[src/rtl/serial_code_lock.sv]
// Serial unlock controller: shifts in a CODE_LEN-bit code MSB first, compares it against a
// programmable code register, counts consecutive failures and enforces a timed lockout.
// Optional inter-bit timeout is built only when CODE_LOCK_TIMEOUT_EN is defined.
module serial_code_lock #(
    parameter int                    CODE_LEN       = 4,
    parameter logic [CODE_LEN-1:0]   RESET_CODE     = CODE_LEN'(4'b1011),
    parameter int                    MAX_FAIL       = 3,
    parameter int                    LOCKOUT_CYCLES = 16,
    parameter int                    TIMEOUT_CYCLES = 8
) (
    input  logic                            clk,
    input  logic                            rst,
    input  logic                            ser_val,
    input  logic                            ser_data,
    input  logic                            cfg_we,
    input  logic [CODE_LEN-1:0]             cfg_code,
    output logic                            output_val,
    output logic                            unlock,
    output logic                            fail,
    output logic                            locked_out,
    output logic                            busy,
    output logic [$clog2(MAX_FAIL+1)-1:0]   fail_cnt
);

    localparam int FW = $clog2(MAX_FAIL + 1);
    localparam int BW = $clog2(CODE_LEN + 1);
    localparam int LW = (LOCKOUT_CYCLES > 1) ? $clog2(LOCKOUT_CYCLES) : 1;

    if (CODE_LEN < 1) begin : g_chk_code_len
        $error("serial_code_lock: CODE_LEN must be >= 1");
    end
    if (MAX_FAIL < 1) begin : g_chk_max_fail
        $error("serial_code_lock: MAX_FAIL must be >= 1");
    end
    if (LOCKOUT_CYCLES < 1) begin : g_chk_lockout
        $error("serial_code_lock: LOCKOUT_CYCLES must be >= 1");
    end
    if (TIMEOUT_CYCLES < 1) begin : g_chk_timeout
        $error("serial_code_lock: TIMEOUT_CYCLES must be >= 1");
    end

    typedef enum logic [1:0] {
        IDLE    = 2'd0,
        COLLECT = 2'd1,
        RESULT  = 2'd2,
        LOCKOUT = 2'd3
    } state_t;

    state_t              state_q,    state_d;
    logic [CODE_LEN-1:0] shift_q,    shift_d;
    logic [CODE_LEN-1:0] code_q,     code_d;
    logic [BW-1:0]       bit_cnt_q,  bit_cnt_d;
    logic [FW-1:0]       fail_cnt_q, fail_cnt_d;
    logic [LW-1:0]       lock_cnt_q, lock_cnt_d;
    logic                verdict_ok;

`ifdef CODE_LOCK_TIMEOUT_EN
    localparam int TW = $clog2(TIMEOUT_CYCLES + 1);

    logic [TW-1:0]       to_cnt_q,   to_cnt_d;
    logic                timeout_q,  timeout_d;

    // A timed-out attempt must fail even if the partial shift happens to equal the code.
    assign verdict_ok = (shift_q == code_q) && !timeout_q;
`else
    assign verdict_ok = (shift_q == code_q);
`endif

    always_ff @(posedge clk) begin
        if (rst) begin
            state_q    <= IDLE;
            shift_q    <= '0;
            code_q     <= RESET_CODE;
            bit_cnt_q  <= '0;
            fail_cnt_q <= '0;
            lock_cnt_q <= '0;
`ifdef CODE_LOCK_TIMEOUT_EN
            to_cnt_q   <= '0;
            timeout_q  <= 1'b0;
`endif
        end else begin
            state_q    <= state_d;
            shift_q    <= shift_d;
            code_q     <= code_d;
            bit_cnt_q  <= bit_cnt_d;
            fail_cnt_q <= fail_cnt_d;
            lock_cnt_q <= lock_cnt_d;
`ifdef CODE_LOCK_TIMEOUT_EN
            to_cnt_q   <= to_cnt_d;
            timeout_q  <= timeout_d;
`endif
        end
    end

    always_comb begin
        state_d    = state_q;
        shift_d    = shift_q;
        code_d     = code_q;
        bit_cnt_d  = bit_cnt_q;
        fail_cnt_d = fail_cnt_q;
        lock_cnt_d = lock_cnt_q;
`ifdef CODE_LOCK_TIMEOUT_EN
        to_cnt_d   = to_cnt_q;
        timeout_d  = timeout_q;
`endif
        case (state_q)
            IDLE: begin
`ifdef CODE_LOCK_TIMEOUT_EN
                to_cnt_d  = '0;
                timeout_d = 1'b0;
`endif
                // Programming takes priority; a simultaneous code bit is dropped.
                if (cfg_we) begin
                    code_d = cfg_code;
                end else if (ser_val) begin
                    shift_d   = CODE_LEN'(ser_data);
                    bit_cnt_d = BW'(1);
                    state_d   = (CODE_LEN == 1) ? RESULT : COLLECT;
                end
            end
            COLLECT: begin
                if (ser_val) begin
                    shift_d   = CODE_LEN'({shift_q, ser_data});
                    bit_cnt_d = bit_cnt_q + BW'(1);
`ifdef CODE_LOCK_TIMEOUT_EN
                    to_cnt_d  = '0;
`endif
                    if (bit_cnt_q + BW'(1) == BW'(CODE_LEN)) begin
                        state_d = RESULT;
                    end
                end
`ifdef CODE_LOCK_TIMEOUT_EN
                else if (to_cnt_q == TW'(TIMEOUT_CYCLES - 1)) begin
                    to_cnt_d  = '0;
                    timeout_d = 1'b1;
                    state_d   = RESULT;
                end else begin
                    to_cnt_d = to_cnt_q + TW'(1);
                end
`endif
            end
            RESULT: begin
                bit_cnt_d = '0;
                if (verdict_ok) begin
                    fail_cnt_d = '0;
                    state_d    = IDLE;
                end else if (fail_cnt_q == FW'(MAX_FAIL - 1)) begin
                    fail_cnt_d = FW'(MAX_FAIL);
                    lock_cnt_d = '0;
                    state_d    = LOCKOUT;
                end else begin
                    fail_cnt_d = fail_cnt_q + FW'(1);
                    state_d    = IDLE;
                end
            end
            LOCKOUT: begin
                if (lock_cnt_q == LW'(LOCKOUT_CYCLES - 1)) begin
                    lock_cnt_d = '0;
                    fail_cnt_d = '0;
                    state_d    = IDLE;
                end else begin
                    lock_cnt_d = lock_cnt_q + LW'(1);
                end
            end
            default: begin
                state_d = IDLE;
            end
        endcase
    end

    assign output_val = (state_q == RESULT);
    assign unlock     = (state_q == RESULT) && verdict_ok;
    assign fail       = (state_q == RESULT) && !verdict_ok;
    assign locked_out = (state_q == LOCKOUT);
    assign busy       = (state_q != IDLE);
    assign fail_cnt   = fail_cnt_q;

endmodule
[config.mk]
export PLATFORM = sky130hd
export DESIGN_NAME = serial_code_lock
export DESIGN_NICKNAME = d
export VERILOG_FILES = /design/src/rtl/serial_code_lock.sv
export SDC_FILE = /design/constraint.sdc
export NUM_CORES = 1
export LEC_CHECK = 0
export ABC_AREA = 1
export CAP_MARGIN = 20
export CORE_ASPECT_RATIO = 2
export CORE_MARGIN = 3
export CORE_UTILIZATION = 30
export CTS_BUF_LIST = sky130_fd_sc_hd__clkbuf_4 sky130_fd_sc_hd__clkbuf_8 sky130_fd_sc_hd__clkbuf_16
export CTS_CLUSTER_DIAMETER = 60
export DETAILED_ROUTE_END_ITERATION = 16
export GPL_ROUTABILITY_DRIVEN = 0
export SYNTH_ARGS = -nofsm -noshare
export SYNTH_HDL_FRONTEND = slang
export SYNTH_SLANG_ARGS = --single-unit
[constraint.sdc]
create_clock -name clk -period 1.85 [get_ports clk]
set_input_delay 0.185 -clock clk [delete_from_list [all_inputs] [get_ports clk]]
set_output_delay 0.185 -clock clk [all_outputs]
set_load 0.01 [all_outputs]
# --- Word-level counts from Yosys, hierarchy flattened ---
# Index checks and enable logic that the tools add are counted.
totals:
  reg_bits: 19
  inputBits: 9
  output_inout_bits: 7
  word_cells: 60
classes:
  addsub: 3
  eq_ne: 14
  n_mux: 23
  reduce_logical: 14
op_table:
  columns: ["op", "count"]
  rows:
  - ["$mux W4", 6]
  - ["$mux W2", 9]
  - ["$pmux W4 S2", 2]
  - ["$ne A2 B2 Y1 const B", 5]
  - ["$mux W3", 3]
  - ["$pmux W3 S3", 1]
  - ["$pmux W2 S4", 1]
  - ["$reduce_and A4 Y1", 2]
  - ["$eq A2 B2 Y1 const B", 3]
  - ["$reduce_bool A2 Y1", 3]
  - ["$reduce_and A5 Y1", 1]
  - ["$add A4 B1 Y4 const B", 1]
  - ["$eq A4 B4 Y1", 1]
  - ["$eq A4 B4 Y1 const B", 1]
  - ["$ne A2 B1 Y1 const B", 2]
  - ["$pmux W2 S2", 1]
  - ["$reduce_and A2 Y1", 2]
  - ["$add A3 B1 Y3 const B", 1]
  - ["$eq A3 B3 Y1 const B", 1]
  - ["$reduce_and A3 Y1", 1]
  - ["$reduce_bool A3 Y1", 1]
  - ["$add A2 B1 Y2 const B", 1]
  - ["$eq A2 B1 Y1 const B", 1]
  - ["$logic_and A1 B1 Y1", 2]
  - ["other kinds (2)", 2]

# --- Depth between registers and ports, before layout ---
# Gate-level depths: netlist of run 1.
logic_depth:
  ltp_word: 5
  depth_mapped: 11
  depth_no_buf: 10

# --- Least setup slack after synthesis of run 1 ---
# OpenSTA, ideal clock, no wires.
synth_timing:
  path_type: "register to register"
  from: "register state_q[1]"
  to: "register state_q[0]"
  setup_time_ns: 0.113
  t_arrival_ns: 1.303
  required_time_ns: 1.737
  path_slack_ns: 0.434
  stages_incl_launch_ff: 12
  n_path_buf: 1
  period_less_slack_ns: 1.416
  path_cell_list: "dfxtp_1 inv_1 ha_1 buf_2 nor2_2 inv_1 nand2_1 nand3_1 inv_1 nand2_1 o21ai_1 inv_1"
synth_between:
  elab_chain_len: 3
  elab_cells_between_ends: 11
  classes_between: "8 x eq/ne; 1 x mux; 2 x reduce/logical"
synth_lines:
  columns: ["element", "line", "source"]
  rows:
  - ["from (decl)", "49", "state_t state_q, state_d;"]
  - ["from (signal assigned)", "82", "state_q <= state_d;"]
  - ["$eq A2 B1 Y1, or another cell as far along", "106", "case (state_q)"]
  - ["$ne A2 B2 Y1 (no line) or $ne A2 B1 Y1 (tied branches)", null, null]
  - ["$reduce_and A5 Y1 (no line)", null, null]
# Several ways; a longest one is shown, not always the timed one.
# A chain may end at the register's enable or synchronous reset.

# --- Worst setup path after layout of run 1 ---
layout_timing:
  from: "register state_q[1]"
  to: "output port locked_out"
layout_between:
  elab_chain_len: 1
layout_lines:
  columns: ["element", "line", "source"]
  rows:
  - ["$eq A2 B2 Y1", "174", "assign locked_out = (state_q == LOCKOUT);"]
  - ["to (decl)", "20", "output logic locked_out,"]
# Every way passes these cells.

==> results of run 1 <==
[timing repair]
action	in CTS	in global routing
setup endpoints to repair	2	1
gates resized for setup	8	1
hold endpoints to repair	0	0
pin swaps	0	0
cloned	0	0
[cells in the final DEF (no fill, tap or decap)]
cell	count
a21oi_1	12
a21oi_2	2
a41oi_1	1
buf_4	3
clkbuf_8	3
clkdlybuf4s50_1	13
clkinvlp_4	1
dfxtp_1	18
dfxtp_2	1
dlygate4sd2_1	2
ha_1	7
ha_2	2
inv_1	27
inv_2	2
nand2_1	42
nand2_2	3
nand3_1	9
nand3_2	3
nand4_1	3
nor2_1	11
nor2_2	1
nor2_4	2
nor3_1	1
nor3b_1	1
o211ai_1	3
o21ai_0	6
o21ai_1	1
o21ai_2	1
or2_2	1
[cell families after synthesis]
| family | count (synthesis) |
|---|---|
| AOI/OAI and AO/OA | 26 |
| adders and majority gates | 9 |
| and+or+nand+nor | 77 |
| DFF | 19 |
| buffers and inverters | 32 |
[final cells by class]
| class | instances | area, sq um |
|---|---|---|
| inverters | 29 | 109 |
| clock buffers | 3 | 41.3 |
| clock inverters | 1 | 7.51 |
| multi-input cells | 112 | 629 |
| repair buffers | 18 | 170 |
| well taps | 48 | 60.1 |
| fillers | 394 | 2090 |
| flip-flops and latches | 19 | 382 |
[cell usage after synthesis]
library cell  instances  share of area
inv_1                28          0.094
inv_2                 1         0.0033
a41oi_1               1         0.0078
clkbuf_8              1          0.012
nand4_1               3          0.017
o21ai_1               1         0.0045
nand3_2               2          0.018
nor3b_1               1         0.0067
nor2_2                3          0.017
o21ai_2               1         0.0078
o211ai_1              3          0.020
nor3_1                1         0.0045
buf_2                 2         0.0089
nand2_2               3          0.017
a21oi_2               2          0.016
or2_2                 1         0.0056
ha_1                  9           0.10
o21ai_0               6          0.027
dfxtp_1              19           0.34
nor2_1               11          0.037
nand2_1              42           0.14
nand3_1              10          0.045
a21oi_1              12          0.054
[worst register-to-register path, delay by kind of cell, from the launching register on]
family,cells,cell delay [ns]
fa+ha+maj,1,0.32
simple gates,4,0.41
compound gates,1,0.13
flops,1,0.39
buf+inv,4,0.30
[stage by stage]
step | hold slack, ns | cells | setup slack, ns
global placement | 0.457 | 226 | 0.210
global route | 0.516 | 230 | 0.00344
finish | 0.472 | 230 | 0.0748
CTS | 0.474 | 230 | 0.0491
floorplan | 0.315 | 163 | 0.434
detailed placement | 0.461 | 226 | 0.162
[metal layers]
layer | part of all wire | global-route usage | up-vias
met5 | 0 | 0 | -
met4 | 0.037 | 0.0926 | 0
met3 | 0.034 | 0.0193 | 7
met2 | 0.54 | 0.217 | 19
met1 | 0.39 | 0.0991 | 449
li1 | - | - | 550
[sequential cells by signal (all words and copies together) (netlist names)]
register    cells
shift_q         4
state_q         2
bit_cnt_q       3
lock_cnt_q      4
fail_cnt        2
code_q          4
[worst min-delay path by stage]
stage	start	end	slack [ns]	cells after the start
2_1_floorplan	cfg_code[0]	code_q[0]	0.32	2
3_3_place_gp	code_q[2]	code_q[2]	0.46	2
3_5_place_dp	code_q[2]	code_q[2]	0.46	2
4_1_cts	code_q[2]	code_q[2]	0.47	2
5_1_grt	code_q[2]	code_q[2]	0.52	2
6_report	code_q[2]	code_q[2]	0.47	2
[power by group through the flow]
stage | sequential, mW | combinational, mW | clock, mW
floorplan | 0.577 | 0.503 | 0
global placement | 0.587 | 0.731 | 0
detailed placement | 0.589 | 0.734 | 0
CTS | 0.582 | 0.751 | 0.318
global route | 0.596 | 0.850 | 0.336
finish | 0.580 | 0.744 | 0.304
==> metrics.cfg, run 1 <==
[floorplan]
start_util = 0.322
rows = 30
dieWidth_microns = 49.3
core-area_sq_um = 3490
fp.dieArea_sq_um = 4560
io_pins = 16
die_y_microns = 92.5

[timing]
fmax_mhz = 563
hold_viol = 0
skew_ns = 0.00648
max-slew-margin-rel = 0.764
maxSlewViolCount = 0
fin_crit_sh = 0.960
setup-tns-final_ns = 0
worst_pin_slew_ns = 0.354
setup_viol = 0
fin_crit_ns = 1.78
rsz0062_at_grt = false

[synthesis]
synth_seq_cells = 19
yosys.area_share.xor_xnor = 0
yosysWarnings = 0
synth_cell_types = 23
muxShareOfSynthArea = 0
syn_inst = 163
ys_seq_area_frac = 0.339
synth-compound-area-share = 0.136
syn-num-nets = 181
synth_top_family_by_area = simple AND/OR/NAND/NOR gates
yosys.area_share.simple = 0.307
synthAdderAreaFrac = 0.100
avgSynthCellArea_sq_um = 6.89
synth_area_sq_um = 1120

[finish]
layout-drive-gt1-share = 0.137
diodes = 0
post-route-util = 0.401
fin_nets = 201
syn_to_final_growth_pct = 24.6
finish.instance_area_sq_um = 1400

[global_route]
grt_usage = 0.114
grt_pass1_vias = 1011
grt_pass1_wl_microns = 4030
grt.overflow.total = 0
antenna_found_initial = 0
grt_max_degree = 13

[route]
wl_per_cell_microns = 9.99
drt_pass1_iterations = 3
ant_nets = 0
vias = 1025
drc_errors = 0
via_per_inst = 4.46
drt-total-wl_microns = 2300
drt_iter0_markers = 15

[setup_path]
cp-start-kind = flop
arrival_ns = 1.59
reg2reg_depth = 10
max_stage_delay_ns = 0.60
cp_max_fo = 7
path_cells = ha_1, clkdlybuf4s50_1
crit_start = state_q[1]
required_ns = 1.66
r2r_start = state_q[1]
crit_slowest_cell = clkdlybuf4s50_1
critPathKind = flop to primary output
path_depth = 2
crit_path_end_kind = primary output
cp_top_family = buffers and inverters
crit_end = locked_out
crit_buf_inv = 1
crit-reg2reg-capture = state_q[0]
worst-r2r-setup-slack_ns = 0.20

[placed_design]
hpwl_microns = 1890
place_area_sq_um = 1330
numPortBuffers = 15

[clocking]
numClockSinks = 19
post_cts_buffers = 0
hold_buffers = 0
cts_tree = done
cts_buffer_depth = 2
clock_latency_ns = 0.26
numCtsBuffers = 3
ctsHtreeMaxLevel = 1
cts_root_buf = clkbuf_8
clk_pin_slew_ns = 0.08

[status]
status = completed

[power_and_ir_drop]
p_comb_frac = 0.457
vdd_drop_max_mv = 0.570
clkPwrFrac = 0.187
finalPower_mw = 1.63
cellPowerDensity_nw_per_um2 = 1160
leakage_nw = 0.629
power.switching_mw = 0.666
switching_share = 0.409
intPower_mw = 0.962
p_seq_frac = 0.356

[flow_run]
maxCapViolCount = 0

[min_path]
min_path_type = flop to flop

No activity file was read; power rests on OpenSTA's default activity.
==> inputs of run 2 (changes only) <==
--- a/config.mk
+++ b/config.mk
@@ -7,13 +7,14 @@
 export LEC_CHECK = 0
 export ABC_AREA = 1
 export CAP_MARGIN = 20
-export CORE_ASPECT_RATIO = 2
+export CORE_ASPECT_RATIO = 1.75
 export CORE_MARGIN = 3
 export CORE_UTILIZATION = 30
 export CTS_BUF_LIST = sky130_fd_sc_hd__clkbuf_4 sky130_fd_sc_hd__clkbuf_8 sky130_fd_sc_hd__clkbuf_16
 export CTS_CLUSTER_DIAMETER = 60
 export DETAILED_ROUTE_END_ITERATION = 16
 export GPL_ROUTABILITY_DRIVEN = 0
+export SKIP_LAST_GASP = 1
 export SYNTH_ARGS = -nofsm -noshare
 export SYNTH_HDL_FRONTEND = slang
 export SYNTH_SLANG_ARGS = --single-unit
==> run 2 against run 1 <==
Effect of this change:
- global-route usage is 0.64 points higher
- power is 0.52% lower
- critical path type unchanged
- largest cell class unchanged
- first-iteration DRC count decreased by 27%
- sequential cell count did not move
- clock power decreased by 4%
- final cell count shrank 1.3%
- highest routed layer unchanged
==> metrics.cfg, run 2 (synthesis results as in run 1) <==
[status]
status = completed

[clocking]
cts_root_buf = clkbuf_8
cts_buffer_depth = 2  ; unchanged
numCtsBuffers = 3  ; unchanged
clock_latency_ns = 0.25  ; about the same
hold_buffers = 0  ; unchanged
numClockSinks = 19  ; unchanged
clk_pin_slew_ns = 0.07  ; about the same
ctsHtreeMaxLevel = 1  ; unchanged
cts_tree = done

[route]
vias = 1029  ; +0.39%
drt-met1-wl_microns = 1000  ; +12%
drc_errors = 0  ; unchanged
dr.max_layer_used = met4
wl_per_cell_microns = 10.6  ; +6.2%
drt_iter0_markers = 11  ; -4
wl_met2_microns = 1290  ; +3.8%
drt-total-wl_microns = 2410  ; +4.8%
ant_nets = 0  ; unchanged
via_per_inst = 4.53  ; +1.7%
drt_pass1_iterations = 4  ; +1
wl_met3_microns = 49  ; -36%

[setup_path]
crit_buf_inv = 3  ; +2
cp-start-kind = flop
cp_max_fo = 4  ; -3
crit_top_cell = inv_1
max_stage_delay_ns = 0.53  ; -0.07 ns
required_ns = 1.66  ; about the same
worst-r2r-setup-slack_ns = 0.26  ; +0.06 ns
crit_path_end_kind = primary output
cp_top_family = buffers and inverters
critPathKind = flop to primary output
crit_slowest_cell = clkdlybuf4s50_1
path_cells = inv_1, ha_1, inv_1, clkdlybuf4s50_1
arrival_ns = 1.55  ; -0.04 ns

[timing]
fin_crit_sh = 0.938  ; -0.0217
rsz0062_at_grt = false
fmax_mhz = 576  ; +2.3%
skew_ns = 0.00210  ; -0.00438 ns
maxSlewViolCount = 0  ; unchanged
worst_pin_slew_ns = 0.377  ; +0.0228 ns
setup_viol = 0  ; unchanged
setup-tns-final_ns = 0  ; unchanged
fin_crit_ns = 1.73  ; -0.0402 ns
max-slew-margin-rel = 0.749  ; -0.0152
hold_viol = 0  ; unchanged

[global_route]
grt_pass1_vias = 1016  ; +0.49%
antenna_found_initial = 0  ; unchanged
grt_pass1_wl_microns = 4110  ; +2.1%
grt.overflow.total = 0  ; unchanged
grt_usage = 0.121  ; +0.00642
grt_max_degree = 12  ; -1

[placed_design]
hpwl_microns = 1970  ; +4.2%
place_area_sq_um = 1320  ; -0.85%
numPortBuffers = 15  ; unchanged
dpl.cell_count = 222  ; -1.8%

[min_path]
min_path_type = flop to flop

[finish]
top_regs = code_q x4, lock_cnt_q x4, shift_q x4
fin_nets = 201  ; unchanged
layout_commonest_cell = nand2_1
final_cells = 227  ; -1.3%
syn_to_final_growth_pct = 25.9
fillers = 368  ; -6.6%
diodes = 0  ; unchanged
layout-drive-gt1-share = 0.159  ; +0.0220
finish.instance_area_sq_um = 1410  ; +0.98%
final_cell_mix = 42 x nand2_1, 27 x inv_1, 13 x dfxtp_1, 13 x clkdlybuf4s50_1, 12 x a21oi_1

[power_and_ir_drop]
finalPower_mw = 1.62  ; -0.52%
vdd_drop_max_mv = 0.428  ; -25%
cellPowerDensity_nw_per_um2 = 1150  ; -1.5%
leakage_nw = 0.653  ; +3.8%

[floorplan]
fp.dieArea_sq_um = 4540  ; -0.35%
io_pins = 16  ; unchanged
core-area_sq_um = 3500  ; +0.36%
start_util = 0.320  ; -0.00115
dieWidth_microns = 52.2  ; +6.1%
rows = 28  ; -6.7%
die_y_microns = 86.9  ; -6.0%

[flow_run]
maxCapViolCount = 0  ; unchanged

## run 2: area by class of cell
type / instances / area (sq um) / share of cell area
Multi-Input combinational cell: 112 / 637 / 0.451
Sequential cell: 19 / 388 / 0.275
Timing Repair Buffer: 18 / 174 / 0.123
Inverter: 29 / 109 / 0.0771
Tap cell: 45 / 56.3 / 0.0399
Clock buffer: 4 / 48.8 / 0.0345
## run 2: metal layers
layer | vias to the layer above | global-route usage
met4 | 0 | 0.0674
li1 | 552 | -
met1 | 454 | 0.123
met3 | 6 | 0.0172
met2 | 17 | 0.225
met5 | - | 0
## run 2: timing repair
action	4_1_cts	5_1_grt
gates resized for setup	8	6
pin swaps	0	1
setup buffers	0	1
setup endpoints to repair	2	3
## run 2: power by group
| group | internal [mW] | switching, mW |
|---|---|---|
| registers | 0.510 | 0.0778 |
| logic | 0.302 | 0.438 |
| clock network | 0.167 | 0.124 |
| total | 0.979 | 0.640 |
## run 2: path summary, 6_finish.rpt
path	startpoint	to	cells past startpoint
worst max-delay path	state_q[1]	busy	4
worst min-delay path	shift_q[3]	shift_q[3]	2
worst max register to register	state_q[1]	state_q[0]	10
worst min register to register	shift_q[3]	shift_q[3]	2
## run 2: worst min-delay path: cells and delay by family, from the launching register on
family	cells	cell delay (ns)
simple gates	1	0.06
compound gates	1	0.06
flops	1	0.33
## run 2: through the flow
stage                     utilization  setup slack (ns)  hold WS, ns
after floorplan                     -             0.434        0.315
after global placement          0.377             0.197        0.470
after detailed placement        0.377             0.160        0.480
after CTS                       0.399            0.0113        0.491
after global routing            0.403            0.0231        0.509
final                           0.403             0.115        0.487
==> inputs of run 3 (changes only) <==
--- a/config.mk
+++ b/config.mk
@@ -9,7 +9,7 @@
 export CAP_MARGIN = 20
 export CORE_ASPECT_RATIO = 1.75
 export CORE_MARGIN = 3
-export CORE_UTILIZATION = 30
+export CORE_UTILIZATION = 35
 export CTS_BUF_LIST = sky130_fd_sc_hd__clkbuf_4 sky130_fd_sc_hd__clkbuf_8 sky130_fd_sc_hd__clkbuf_16
 export CTS_CLUSTER_DIAMETER = 60
 export DETAILED_ROUTE_END_ITERATION = 16
==> run 3 against run 2 <==
Effect of this change:
- fmax decreased by 0.66%
- sequential share of layout area decreased by 0.14 points
- setup slack got worse by 0.012 ns
- final cell count decreased by 0.88%
- clock skew increased by 0.0022 ns
- cell area decreased by 0.44%
- critical path type unchanged
- first-iteration DRC count increased by 130%
- utilization increased by 6.7 points
- combinational power increased by 1%
- sequential cell count unchanged
- worst hold slack got worse by 0.0087 ns
- register-to-register slack about the same
==> metrics.cfg, run 3 (synthesis results as in run 1) <==
[finish]
top_regs = code_q x4, lock_cnt_q x4, shift_q x4
layout-drive-gt1-share = 0.153  ; -0.00634
final_cell_mix = 42 x nand2_1, 27 x inv_1, 16 x dfxtp_1
syn_to_final_growth_pct = 25.3
diodes = 0  ; unchanged
fillers = 332  ; -9.8%
fin_nets = 202  ; +0.50%
layout_commonest_cell = nand2_1

[floorplan]
io_pins = 16  ; unchanged
rows = 26  ; -7.1%
core-area_sq_um = 2990  ; -15%
die_y_microns = 80.9  ; -6.9%
dieWidth_microns = 48.8  ; -6.6%
fp.dieArea_sq_um = 3950  ; -13%
start_util = 0.375  ; +0.0546

[timing]
setup_viol = 0  ; unchanged
fin_crit_ns = 1.75  ; +0.0115 ns
fin_crit_sh = 0.944  ; +0.00623
maxSlewViolCount = 0  ; unchanged
max-slew-margin-rel = 0.741  ; -0.00780
setup-tns-final_ns = 0  ; unchanged
worst_pin_slew_ns = 0.388  ; +0.0117 ns
fmax_mhz = 573  ; -0.66%
hold_viol = 0  ; unchanged
rsz0062_at_grt = false
skew_ns = 0.00426  ; +0.00216 ns

[setup_path]
max_stage_delay_ns = 0.53  ; about the same
crit-reg2reg-capture = state_q[0]
r2r_start = state_q[1]
cp-start-kind = flop
crit_slowest_cell = clkdlybuf4s50_1
path_cells = inv_2, ha_1, inv_1, clkdlybuf4s50_1
reg2reg_depth = 10  ; unchanged
required_ns = 1.66  ; about the same
arrival_ns = 1.56  ; about the same
crit_end = busy
cp_max_fo = 5  ; +1
crit_path_end_kind = primary output
worst-r2r-setup-slack_ns = 0.25  ; about the same
crit_start = state_q[0]
critPathKind = flop to primary output

[power_and_ir_drop]
finalPower_mw = 1.65  ; +1.7%
leakage_nw = 0.641  ; -1.9%
vdd_drop_max_mv = 0.646  ; +51%
cellPowerDensity_nw_per_um2 = 1170  ; +2.2%

[global_route]
grt_pass1_vias = 1089  ; +7.2%
grt_max_degree = 12  ; unchanged
grt.overflow.total = 0  ; unchanged
grt_usage = 0.143  ; +0.0220
antenna_found_initial = 0  ; unchanged
grt_pass1_wl_microns = 4400  ; +6.9%

[placed_design]
numPortBuffers = 15  ; unchanged
hpwl_microns = 1930  ; -2.2%

[flow_run]
maxCapViolCount = 0  ; unchanged

[status]
status = completed

[clocking]
cts_root_buf = clkbuf_8
cts_buffer_depth = 2  ; unchanged
numCtsBuffers = 3  ; unchanged
ctsHtreeMaxLevel = 1  ; unchanged
clk_pin_slew_ns = 0.08  ; about the same
numClockSinks = 19  ; unchanged
clock_latency_ns = 0.25  ; about the same
cts_tree = done

[route]
drc_errors = 0  ; unchanged
ant_nets = 0  ; unchanged
wl_per_cell_microns = 11.1  ; +4.6%
drt_iter0_markers = 25  ; +14
drt-total-wl_microns = 2500  ; +3.7%
vias = 1063  ; +3.3%
drt_pass1_iterations = 4  ; unchanged
via_per_inst = 4.72  ; +4.2%

[min_path]
min_path_type = flop to flop

## run 3: critical path, delay by kind of cell (launching register included)
kind	cells	cell delay, ns
adders and majority gates	1	0.24
buffers and inverters	3	0.68
DFF	1	0.39
## run 3: what timing repair did
item                                    4_1_cts  5_1_grt
resized for setup                             9        2
hold buffers                                  0        0
endpoints found under the setup margin        2        2
pin swaps                                     2        0
buffers inserted                              1        0
## run 3: how the worst min path moves through the flow
stage                     start   endpoint  slack [ns]  cells after the start
global route          code_q[2]  code_q[2]        0.52                      2
floorplan           cfg_code[0]  code_q[0]        0.32                      2
CTS                   code_q[2]  code_q[2]        0.48                      2
detailed placement    code_q[2]  code_q[2]        0.47                      2
finish                code_q[2]  code_q[2]        0.48                      2
global placement      code_q[2]  code_q[2]        0.46                      2
## run 3: metal layers
layer / global-route usage / share of wire
met5: 0 / 0
met4: 0.105 / 0.042
met3: 0.0330 / 0.051
met2: 0.262 / 0.51
met1: 0.138 / 0.40
## run 3: area by class of cell
cell class	count	area [sq um]	area share
Tap cell	42	52.6	0.0374
Clock buffer	4	48.8	0.0347
Sequential cell	19	384	0.273
Inverter	29	109	0.0774
Timing Repair Buffer	19	178	0.126
Multi-Input combinational cell	112	634	0.451
## run 3: through the flow
| stage | setup WS (ns) | cells | util | cell area [sq um] | hold WS, ns |
|---|---|---|---|---|---|
| 3_5_place_dp | 0.140 | 220 | 0.442 | 1320 | 0.469 |
| 5_1_grt | 0.0373 | 225 | 0.470 | 1410 | 0.517 |
| 3_3_place_gp | 0.194 | 220 | 0.442 | 1320 | 0.464 |
| 4_1_cts | 0.0326 | 225 | 0.469 | 1400 | 0.482 |
| 6_report | 0.104 | 225 | 0.470 | 1410 | 0.478 |
| 2_1_floorplan | 0.434 | 163 | - | 1120 | 0.315 |
## run 3: power breakdown
| part | internal, mW | total [mW] | leakage (nW) | switching, mW |
|---|---|---|---|---|
| combinational | 0.312 | 0.750 | 0.458 | 0.438 |
| sequential | 0.508 | 0.590 | 0.157 | 0.0820 |
| clock | 0.168 | 0.308 | 0.0262 | 0.140 |
| total | 0.987 | 1.65 | 0.641 | 0.660 |
